`src/rtl/ps2_pkg.sv`:
```
// Shared types and constants for the PS/2 keyboard receiver.
package ps2_pkg;

  // Receive FSM states.
  typedef enum logic [1:0] {
    IDLE   = 2'd0,
    DATA   = 2'd1,
    PARITY = 2'd2,
    STOP   = 2'd3
  } ps2_state_e;

  localparam int unsigned DATA_BITS = 8;
  localparam logic        START_BIT = 1'b0;
  localparam logic        STOP_BIT  = 1'b1;

  typedef logic [DATA_BITS-1:0] ps2_byte_t;

  // Odd parity: data bits plus parity bit must contain an odd number of ones.
  function automatic logic odd_parity_ok(input ps2_byte_t b, input logic p);
    return ^{b, p};
  endfunction

endpackage

```
`src/rtl/ps2_rx_if.sv`:
```
// Byte-delivery bus from the PS/2 receiver to the LED controller.
interface ps2_rx_if;
  import ps2_pkg::*;

  ps2_byte_t scancode;
  logic      scan_ready;
  logic      parity_err;
  logic      frame_err;

  // Receiver drives the bus.
  modport master (
    output scancode,
    output scan_ready,
    output parity_err,
    output frame_err
  );

  // Downstream consumer samples the bus.
  modport slave (
    input scancode,
    input scan_ready,
    input parity_err,
    input frame_err
  );

endinterface

```
`src/rtl/ps2_filter.sv`:
```
// Pin conditioning for PS/2: synchronizers, clock glitch filter, falling-edge
// bit strobe and a data bit delayed to line up with the filtered clock.
module ps2_filter #(
  parameter int unsigned FILTER_LEN = 8
) (
  input  logic CLK50MHZ,
  input  logic RST,
  input  logic PS2_CLK,
  input  logic PS2_DATA,
  output logic strobe,
  output logic data
);

  localparam int unsigned CNT_W = $clog2(FILTER_LEN + 1);

  logic [1:0]            clk_sync;
  logic [1:0]            data_sync;
  logic                  clk_filt;
  logic [CNT_W-1:0]      filt_cnt;
  logic [FILTER_LEN-1:0] data_dly;

  // Two-flop synchronizers on both raw pins; idle level of the bus is high.
  always_ff @(posedge CLK50MHZ) begin
    if (RST) begin
      clk_sync  <= 2'b11;
      data_sync <= 2'b11;
    end else begin
      clk_sync  <= {clk_sync[0], PS2_CLK};
      data_sync <= {data_sync[0], PS2_DATA};
    end
  end

  // Glitch filter: flip the filtered clock only after FILTER_LEN consecutive
  // differing samples; flag the 1->0 flip as a bit strobe in the same cycle.
  always_ff @(posedge CLK50MHZ) begin
    if (RST) begin
      clk_filt <= 1'b1;
      filt_cnt <= '0;
      strobe   <= 1'b0;
    end else begin
      strobe <= 1'b0;
      if (clk_sync[1] == clk_filt) begin
        filt_cnt <= '0;
      end else if (filt_cnt == CNT_W'(FILTER_LEN - 1)) begin
        clk_filt <= clk_sync[1];
        filt_cnt <= '0;
        strobe   <= clk_filt;
      end else begin
        filt_cnt <= filt_cnt + CNT_W'(1);
      end
    end
  end

  // Delay synchronized data by the filter depth so it is sampled with the strobe.
  always_ff @(posedge CLK50MHZ) begin
    if (RST) begin
      data_dly <= '1;
    end else begin
      data_dly <= FILTER_LEN'({data_dly, data_sync[1]});
    end
  end

  assign data = data_dly[FILTER_LEN-1];

endmodule

```
`src/rtl/ps2_rx.sv`:
```
// PS/2 device-to-host frame receiver: start, 8 data bits LSB first, odd
// parity, stop. Good bytes are presented with a one-cycle scan_ready strobe;
// parity, stop-bit and stall failures raise one-cycle error strobes instead.
module ps2_rx
  import ps2_pkg::*;
#(
  parameter int unsigned FILTER_LEN     = 8,
  parameter int unsigned TIMEOUT_CYCLES = 100000
) (
  input  logic      CLK50MHZ,
  input  logic      RST,
  input  logic      PS2_CLK,
  input  logic      PS2_DATA,
  ps2_rx_if.master  bus
);

  localparam int unsigned TMO_W = $clog2(TIMEOUT_CYCLES);
  localparam int unsigned BIT_W = 3;

  logic             bit_strobe;
  logic             bit_data;

  ps2_state_e       state;
  ps2_state_e       state_nxt;
  logic [BIT_W-1:0] bit_cnt;
  logic [BIT_W-1:0] bit_cnt_nxt;
  ps2_byte_t        shift_q;
  ps2_byte_t        shift_nxt;
  logic             parity_q;
  logic             parity_nxt;
  logic [TMO_W-1:0] tmo_cnt;
  logic [TMO_W-1:0] tmo_nxt;
  ps2_byte_t        scancode_q;
  ps2_byte_t        scancode_nxt;
  logic             scan_ready_q;
  logic             scan_ready_nxt;
  logic             parity_err_q;
  logic             parity_err_nxt;
  logic             frame_err_q;
  logic             frame_err_nxt;
  logic             timeout_c;

  ps2_filter #(
    .FILTER_LEN (FILTER_LEN)
  ) u_filter (
    .CLK50MHZ (CLK50MHZ),
    .RST      (RST),
    .PS2_CLK  (PS2_CLK),
    .PS2_DATA (PS2_DATA),
    .strobe   (bit_strobe),
    .data     (bit_data)
  );

  // A partial frame has stalled when no strobe arrives for the full budget.
  assign timeout_c = (state != IDLE) && !bit_strobe &&
                     (tmo_cnt == TMO_W'(TIMEOUT_CYCLES - 1));

  // FSM state register.
  always_ff @(posedge CLK50MHZ) begin
    if (RST) begin
      state <= IDLE;
    end else begin
      state <= state_nxt;
    end
  end

  // FSM next-state logic; a stall from any in-frame state returns to IDLE.
  always_comb begin
    state_nxt = state;
    case (state)
      IDLE: begin
        if (bit_strobe && (bit_data == START_BIT)) begin
          state_nxt = DATA;
        end
      end
      DATA: begin
        if (bit_strobe && (bit_cnt == BIT_W'(DATA_BITS - 1))) begin
          state_nxt = PARITY;
        end
      end
      PARITY: begin
        if (bit_strobe) begin
          state_nxt = STOP;
        end
      end
      STOP: begin
        if (bit_strobe) begin
          state_nxt = IDLE;
        end
      end
      default: state_nxt = IDLE;
    endcase
    if (timeout_c) begin
      state_nxt = IDLE;
    end
  end

  // FSM output/datapath logic: shift, parity capture, frame verdict, timeout.
  always_comb begin
    bit_cnt_nxt    = bit_cnt;
    shift_nxt      = shift_q;
    parity_nxt     = parity_q;
    scancode_nxt   = scancode_q;
    scan_ready_nxt = 1'b0;
    parity_err_nxt = 1'b0;
    frame_err_nxt  = 1'b0;

    if (bit_strobe || (state == IDLE) || timeout_c) begin
      tmo_nxt = '0;
    end else begin
      tmo_nxt = tmo_cnt + TMO_W'(1);
    end

    case (state)
      IDLE: begin
        if (bit_strobe && (bit_data == START_BIT)) begin
          bit_cnt_nxt = '0;
        end
      end
      DATA: begin
        if (bit_strobe) begin
          shift_nxt   = {bit_data, shift_q[DATA_BITS-1:1]};
          bit_cnt_nxt = bit_cnt + BIT_W'(1);
        end
      end
      PARITY: begin
        if (bit_strobe) begin
          parity_nxt = bit_data;
        end
      end
      STOP: begin
        if (bit_strobe) begin
          if (bit_data != STOP_BIT) begin
            frame_err_nxt = 1'b1;
          end else if (!odd_parity_ok(shift_q, parity_q)) begin
            parity_err_nxt = 1'b1;
          end else begin
            scancode_nxt   = shift_q;
            scan_ready_nxt = 1'b1;
          end
        end
      end
      default: ;
    endcase

    if (timeout_c) begin
      frame_err_nxt = 1'b1;
    end
  end

  // Datapath and output registers.
  always_ff @(posedge CLK50MHZ) begin
    if (RST) begin
      bit_cnt      <= '0;
      shift_q      <= '0;
      parity_q     <= 1'b0;
      tmo_cnt      <= '0;
      scancode_q   <= '0;
      scan_ready_q <= 1'b0;
      parity_err_q <= 1'b0;
      frame_err_q  <= 1'b0;
    end else begin
      bit_cnt      <= bit_cnt_nxt;
      shift_q      <= shift_nxt;
      parity_q     <= parity_nxt;
      tmo_cnt      <= tmo_nxt;
      scancode_q   <= scancode_nxt;
      scan_ready_q <= scan_ready_nxt;
      parity_err_q <= parity_err_nxt;
      frame_err_q  <= frame_err_nxt;
    end
  end

  assign bus.scancode   = scancode_q;
  assign bus.scan_ready = scan_ready_q;
  assign bus.parity_err = parity_err_q;
  assign bus.frame_err  = frame_err_q;

endmodule

```
`src/flat_wrapper.sv`:
```
// flat-port wrapper written by rule: the top's interface ports become plain ports
module ps2_rx_flat import ps2_pkg::*;
#(
  parameter int unsigned FILTER_LEN     = 8,
  parameter int unsigned TIMEOUT_CYCLES = 100000
)
  (CLK50MHZ, RST, PS2_CLK, PS2_DATA, bus_scancode, bus_scan_ready, bus_parity_err, bus_frame_err);
  ps2_rx_if bus_i ();
  input  logic CLK50MHZ;
  input  logic RST;
  input  logic PS2_CLK;
  input  logic PS2_DATA;
  output wire logic [$bits(bus_i.scancode)-1:0] bus_scancode;
  output wire logic [$bits(bus_i.scan_ready)-1:0] bus_scan_ready;
  output wire logic [$bits(bus_i.parity_err)-1:0] bus_parity_err;
  output wire logic [$bits(bus_i.frame_err)-1:0] bus_frame_err;
  assign bus_scancode = bus_i.scancode;
  assign bus_scan_ready = bus_i.scan_ready;
  assign bus_parity_err = bus_i.parity_err;
  assign bus_frame_err = bus_i.frame_err;
  ps2_rx #(.FILTER_LEN(FILTER_LEN), .TIMEOUT_CYCLES(TIMEOUT_CYCLES)) u_core (.CLK50MHZ(CLK50MHZ), .RST(RST), .PS2_CLK(PS2_CLK), .PS2_DATA(PS2_DATA), .bus(bus_i));
endmodule
```
`config.mk`:
```
export PLATFORM = sky130hd
export DESIGN_NAME = ps2_rx_flat
export DESIGN_NICKNAME = d
export VERILOG_FILES = /design/src/rtl/ps2_pkg.sv /design/src/rtl/ps2_rx_if.sv /design/src/rtl/ps2_filter.sv /design/src/rtl/ps2_rx.sv /design/src/flat_wrapper.sv
export SDC_FILE = /design/constraint.sdc
export NUM_CORES = 1
export LEC_CHECK = 0
export ABC_AREA = 1
export CAP_MARGIN = 20
export CORE_UTILIZATION = 40
export DETAILED_ROUTE_END_ITERATION = 8
export PLACE_DENSITY = 0.69
export SETUP_SLACK_MARGIN = 0.3
export SYNTH_ARGS = -nofsm -noshare
export SYNTH_HDL_FRONTEND = slang
export SYNTH_SLANG_ARGS = --single-unit
```
`constraint.sdc`:
```
create_clock -name CLK50MHZ -period 1.8 [get_ports CLK50MHZ]
set_input_delay 0.45 -clock CLK50MHZ [delete_from_list [all_inputs] [get_ports CLK50MHZ]]
set_output_delay 0.45 -clock CLK50MHZ [all_outputs]
set_load 0.03 [all_outputs]
```
==> Word-level counts from Yosys, hierarchy flattened <==
Index checks and enable logic that the tools add are counted.
{ "word_totals": {"ff_bits": 60, "inputBits": 4, "word_cells": 71} }
{ "op_classes": {"n_addsub": 3, "eq_ne": 12, "muxes": 14, "n_bitwise": 5, "reduce_logical": 22} }
{ "ops": {"columns": ["operator", "count"], "rows": [
  ["17-bit by 1-bit adder with 17-bit output, second input constant", 1],
  ["17-bit == test, second input constant", 1],
  ["9-bit XOR reduction", 1],
  ["2-bit two-way mux", 4],
  ["2-bit != test, second input constant", 4],
  ["2-bit one-hot mux with 4 select lines", 1],
  ["4-bit AND reduction", 2],
  ["1-bit two-way mux", 6],
  ["3-bit two-way mux", 2],
  ["3-bit one-hot mux with 2 select lines", 1],
  ["2-bit AND reduction", 3],
  ["3-bit OR reduction", 2],
  ["1-bit inverter", 5],
  ["4-bit by 1-bit adder with 4-bit output, second input constant", 1],
  ["2-bit == test, second input constant", 2],
  ["4-bit by 3-bit == test with 1-bit output, second input constant", 1],
  ["1-bit logical AND", 4],
  ["2-bit nonzero test", 2],
  ["2-bit OR reduction", 2],
  ["4-bit OR reduction", 1],
  ["3-bit by 1-bit adder with 3-bit output, second input constant", 1],
  ["3-bit == test, second input constant", 1],
  ["3-bit AND reduction", 1],
  ["2-bit by 1-bit == test with 1-bit output, second input constant", 1],
  ["5 further kinds", 6]
]} }

==> Longest topological paths before layout <==
{ "depth": {"depth_word": 5, "ltp_mapped": 13, "depth_no_buf": 12} }

==> Modules after synthesis <==
Synthesis repeated with hierarchy kept, for this count alone.
{ "hier_totals": {"cells_unflattened": 351, "hier_area_um2": 2651.3} }
{ "by_module_without_submodules": {"columns": ["mod", "instances", "cells_each", "area_per_inst_um2", "seq_area_each_um2"], "rows": [
  ["ps2_rx", 1, 299, 2089.5, 840.8],
  ["ps2_filter", 1, 52, 561.8, 360.3]
]} }

==> Worst setup path after synthesis <==
OpenSTA, ideal clock, no wires.
{ "synth_path": {"kind": "register to register", "start": "reg u_core.tmo_cnt[0]", "end": "reg u_core.tmo_cnt[14]", "setup_ns": 0.109, "arrival_time_ns": 1.352, "slack_ns": 0.339, "stages_incl_launch_ff": 10, "path_buffers": 0, "synth_period_minus_slack_ns": 1.461, "path_cell_list": "dfxtp_1 -> ha_1 -> nand2_1 -> nor2_4 -> nand3_1 -> nor3_4 -> nand3_1 -> xnor2_1 -> nand2_1 -> inv_1"} }
{ "synth_via": {"elab_chain_cells": 4} }
{ "synth_rtl": {"columns": ["element", "line", "text"], "rows": [
  ["from (decl)", "ps2_rx.sv:31", "logic [TMO_W-1:0] tmo_cnt;"],
  ["from (signal assigned)", "ps2_rx.sv:166", "tmo_cnt <= tmo_nxt;"],
  ["branches (longest 4 deep; another with 17-bit by 1-bit adder with 17-bit output)", null, null]
]} }
Parallel ways; which one is timed is not known.
A chain may end at the register's enable or synchronous reset.

==> Worst setup path after layout <==
{ "layout_path": {"start": "reg u_core.scan_ready_q (netlist: u_core.bus.scan_ready)", "end": "out bus_scan_ready"} }
{ "layout_lines": {"columns": ["element", "line", "text"], "rows": [
  ["from (decl)", "ps2_rx.sv:35", "logic scan_ready_q;"],
  ["from (signal assigned)", "ps2_rx.sv:168", "scan_ready_q <= scan_ready_nxt;"],
  ["to (decl)", "flat_wrapper.sv:14", "output wire logic [$bits(bus_i.scan_ready)-1:0] bus_scan_ready;"]
]} }
No word-level cell between the ends.

==> results.md <==
- The internal power is around 2.1 mW.
- The number of diodes added for antenna fixing is 0.
- The end point of the critical path is bus_scan_ready.
- Measured along the y axis, the die boundary spans approximately 83 um.
- The setup violation total in the final timing report is 0.
- Once the floorplan was initialized, standard cells occupied between 40% and 50% of the core.
- Clock-pin slew was measured on the worst setup and hold paths at 70 ps.
- For this run, the number of Yosys warnings is 0.
- For this run, the slowest stage of the critical path takes 350 ps.
- Measured on the finished design, the core utilization comes to between 50% and 60%.
- The flow ran to the end, and the final reports show no timing, DRC or antenna violations.
- The floorplan step defined a die boundary enclosing 6940 um2.
- The top cell type by area accounts for 45.4% of the synthesized area.
- Across the run, the number of max-cap violations was 0.
- The synthesized area per cell is 7.58 um2.
- The most critical setup path has its startpoint at u_core.bus.scan_ready.
- The least setup slack across all paths after layout is 351 ps.
- The HPWL after detailed placement is 3140 um.
- The H-tree was split into 3 levels.
- The first TritonRoute pass finished after 4 iterations.
- The total routing resource utilization after global routing is 14.6%.
- The type of the setup path with the least slack is register to output pin.
- The number of cell instances on the worst register-to-register path is 6.
- The net switching power of the design is 0.641 mW.
- The worst register-to-register path has a setup slack of between 300 and 400 ps.
- The minimum clock period is 1450 ps.
- The beginning of the worst register-to-register path is u_core.state[0].
- The number of CTS-inserted buffers is 9.
- The highest ir drop seen on vdd is 0.000655 V.
- The gate count after technology mapping is 349.
- The fraction of the mapped netlist area in simple logic gates is 31.4%.
- The post-synthesis mux area share is 0%.
- Of all nets on the critical path, the largest fanout is 1.
- The total negative setup slack is 0 ps.
- The detailed router finished its first iteration with 95 violations.
- In this run the number of cells on the critical path is 1.
- The synthesized netlist occupies a cell area of 2640 um2.
- The path class of the lowest-slack min-delay path is register to register.
- The post-synthesis compound-gate area fraction is 8.23%.
- For this run, design rule violations remaining after detail routing come to 0.
- The clock group share of total power is approximately 46%.
- Counting the fill cells in the layout gives 605.
- In this run the deepest clock path goes through 2 buffers.
- Net switching is 23.2% of the power.
- The total non-filler cell area in the finished layout is approximately 3300 um2.
- The total clock sinks is 60.
- The slew of the pin with the lowest slew margin is 296 ps.
- Setup repair after global routing could not meet its margin everywhere.
- The dominant combinational cell family by area after synthesis is simple AND/OR/NAND/NOR gates.
- For the worst-skew pair, the clock arrives at the later sink with an insertion delay of between 300 and 400 ps.
- Leaving out fill and tap cells, the most frequent cell in the layout is sky130_fd_sc_hd__nand2_1.
- The power per standard cell area is 838 nW/um2.
- After detailed routing, the number of vias per cell comes to about 4.7.
- The share of total power in sequential cells is around half.
- The weighted congestion at the end of routability-driven global placement is between 0.8 and 0.9.
- The number of storage elements in the synthesis netlist is 60.
- STA classifies the critical path startpoint as a register.
- The number of nets in the finished design is 393.
- The slowest stage of the critical path is the sky130_fd_sc_hd__clkdlybuf4s15_1 cell.
- Summing the areas of all fa, ha and maj instances in the mapped netlist gives 4.26% of the synthesized area.
- The required time of the critical path is 1350 ps.
- On the final layout, the worst clock skew is slightly above 6 ps.
- The floorplan has 29 rows.
- Data on the critical path arrives at its endpoint at 1000 ps.
- The CTS tree is yes.
- The critical register-to-register path endpoint is u_core.tmo_cnt[6].
- The overall overflow remaining after global route is 0.
- The signal on the critical path passes through clkdlybuf4s15_1.
- The number of routed nets with antenna violations is 0.
- The first global-routing pass estimated 8060 um of wire.
- For this run, the top clock speed supported by timing is a little under 0.7 GHz.
- The via count of the first global-routing pass is between 1.5k and 2k.
- The analysis attributes to cell leakage a power of ~1.4 nW.
- 15 I/O pins were placed.
- After detailed placement, the total cell area comes to roughly 2900 um2.
- The final-report max-slew violation count is 0.
- STA classifies the critical path endpoint as an output pin.
- The worst path buffer plus inverter count is 1.
- Port buffering added 14 buffers.
- Dividing the detail-routed wire length by the instance count gives 10.7 um.
- The number of nets handed over by synthesis was 362.
- In this run the tightest slew margin relative to its limit is 80.3%.
- The region available for standard cell placement spans 6350 um2.
- The number of antenna violations at the first check in global routing came to 0.
- The vias after detailed routing is roughly 2.2k.
- The routed wire length is 4930 um.
- The pre-CTS setup slack is 205 ps.
- The share of the Yosys chip area taken by registers is between 40% and 50%.
- The final count of hold timing violations is 0.
- The portion of total power attributed to combinational logic is 5.1%.
- The worst hold path begins at u_core.u_filter.data_sync[1].
- The master cell of the clock root buffer is sky130_fd_sc_hd__clkbuf_8.
- The overall power of the completed layout is 2.76 mW.
- The top cell types in the final layout, fill and taps aside, are sky130_fd_sc_hd__nand2_1 (77), sky130_fd_sc_hd__dfxtp_1 (47), sky130_fd_sc_hd__inv_1 (39).
- The family of cells with the greatest summed delay on the critical path is buffers and inverters.
- The fraction of final layout cells with drive strength greater than 1 is 28.8%.
- The distinct cell type count of the synthesized netlist is 39.
- The horizontal extent of the die is between 80 and 90 um.
- The synthesized netlist devotes 2.32% of its cell area to XOR and XNOR gates.
- The cell type with the largest total area after synthesis is sky130_fd_sc_hd__dfxtp_1.
- Compared with the post-synthesis result, the final layout area differs by 24.5%.
- Entering global routing, the biggest net connects 19 pins.
- After synthesis, the cell types taking the most area are sky130_fd_sc_hd__dfxtp_1 (45%), sky130_fd_sc_hd__nand2_1 (12%), sky130_fd_sc_hd__inv_1 (6.1%), sky130_fd_sc_hd__nor2_1 (5.7%), sky130_fd_sc_hd__ha_1 (4.3%).
- The share of the cycle needed by the critical path after routing is 80.5%.
## through the flow
stage / cells / hold slack, ps
4_1_cts: 457 / 411
3_3_place_gp: 438 / 392
5_1_grt: 462 / 421
6_report: 462 / 407
2_1_floorplan: 349 / 389
3_5_place_dp: 438 / 394
## worst min path at each step
stage	depth (start not counted)	to	slack [ps]
final	1	u_core.u_filter.data_dly[0]	410
after global routing	1	u_core.u_filter.data_dly[3]	420
after CTS	1	u_core.u_filter.data_dly[3]	410
after detailed placement	1	u_core.u_filter.data_dly[3]	390
after global placement	1	u_core.u_filter.data_dly[5]	390
after floorplan	1	u_core.u_filter.clk_sync[1]	390
## Yosys cell counts
master	number
sky130_fd_sc_hd__a211oi_1	1
sky130_fd_sc_hd__a21o_1	1
sky130_fd_sc_hd__a21oi_1	18
sky130_fd_sc_hd__a21oi_2	1
sky130_fd_sc_hd__a31oi_1	1
sky130_fd_sc_hd__and3_1	1
sky130_fd_sc_hd__buf_1	1
sky130_fd_sc_hd__buf_2	1
sky130_fd_sc_hd__buf_6	1
sky130_fd_sc_hd__clkbuf_1	3
sky130_fd_sc_hd__clkbuf_8	1
sky130_fd_sc_hd__clkinv_1	1
sky130_fd_sc_hd__dfxtp_1	60
sky130_fd_sc_hd__ha_1	9
sky130_fd_sc_hd__inv_1	43
sky130_fd_sc_hd__inv_2	3
sky130_fd_sc_hd__nand2_1	85
sky130_fd_sc_hd__nand2_2	7
sky130_fd_sc_hd__nand2b_1	1
sky130_fd_sc_hd__nand3_1	13
sky130_fd_sc_hd__nand3_2	2
sky130_fd_sc_hd__nand3_4	1
sky130_fd_sc_hd__nand3b_1	2
sky130_fd_sc_hd__nand4_1	3
sky130_fd_sc_hd__nor2_1	40
sky130_fd_sc_hd__nor2_2	2
sky130_fd_sc_hd__nor2_4	1
sky130_fd_sc_hd__nor3_1	5
sky130_fd_sc_hd__nor3_4	1
sky130_fd_sc_hd__nor3b_1	2
sky130_fd_sc_hd__nor4_1	1
sky130_fd_sc_hd__o211a_1	1
sky130_fd_sc_hd__o211ai_1	1
sky130_fd_sc_hd__o21ai_0	13
sky130_fd_sc_hd__o21bai_1	1
sky130_fd_sc_hd__o31ai_1	1
sky130_fd_sc_hd__or2_2	13
sky130_fd_sc_hd__xnor2_1	2
sky130_fd_sc_hd__xor2_1	5
## routing by layer
layer  GRT usage [%]  vias to the layer above  routed length, um
met5               0                        -                  0
met4            7.52                        0                102
met3            5.17                        9                169
met2            23.5                       27               2380
met1            17.1                     1005               2280
li1                -                     1153                  -
## power by group through the flow
stage	sequential (mW)	clock, mW	combinational [mW]
floorplan	1.38	0	0.0931
global placement	1.39	0	0.122
detailed placement	1.39	0	0.126
CTS	1.36	1.29	0.135
global route	1.36	1.34	0.161
finish	1.36	1.26	0.140
## kinds of logic after synthesis
| kind of cell | after synthesis |
|---|---|
| flops | 60 |
| fa+ha+maj | 9 |
| simple gates | 180 |
| compound gates | 39 |
| buf+inv | 54 |
| xor+xnor | 7 |
## flip-flops by register name, indices dropped and copies added, names as in the netlist, 3 cells and up
name                      flops
u_core.u_filter.filt_cnt      4
u_core.tmo_cnt               17
u_core.shift_q                8
u_core.u_filter.data_dly      8
u_core.bit_cnt                3
u_core.bus.scancode           8
## layout make-up
type	count	area, um2	share of cell area, %
clock inverters	5	58.8	1.79
multi-input cells	236	1370	41.6
clock buffers	11	151	4.60
repair buffers	26	215	6.54
inverters	47	179	5.44
flip-flops and latches	60	1220	37.1
well taps	77	96.3	2.93
## worst register-to-register path, cell delays in order, from the launching register on
cell and delay, ps:
sky130_fd_sc_hd__dfxtp_2 370, sky130_fd_sc_hd__inv_1 90, sky130_fd_sc_hd__ha_1 240, sky130_fd_sc_hd__nor2_1 230
sky130_fd_sc_hd__nand3_4 140, sky130_fd_sc_hd__buf_6 160, sky130_fd_sc_hd__a211oi_2 150
## repair_timing
action | in CTS | in global routing
buffers inserted | 2 | 4
endpoints found under the hold margin | 0 | 0
gates cloned | 1 | 1
hold buffers | 0 | 0
endpoints found under the setup margin | 29 | 38
gates resized for setup | 33 | 54
pin swaps | 2 | 16
(Power assumes the default switching activity.)
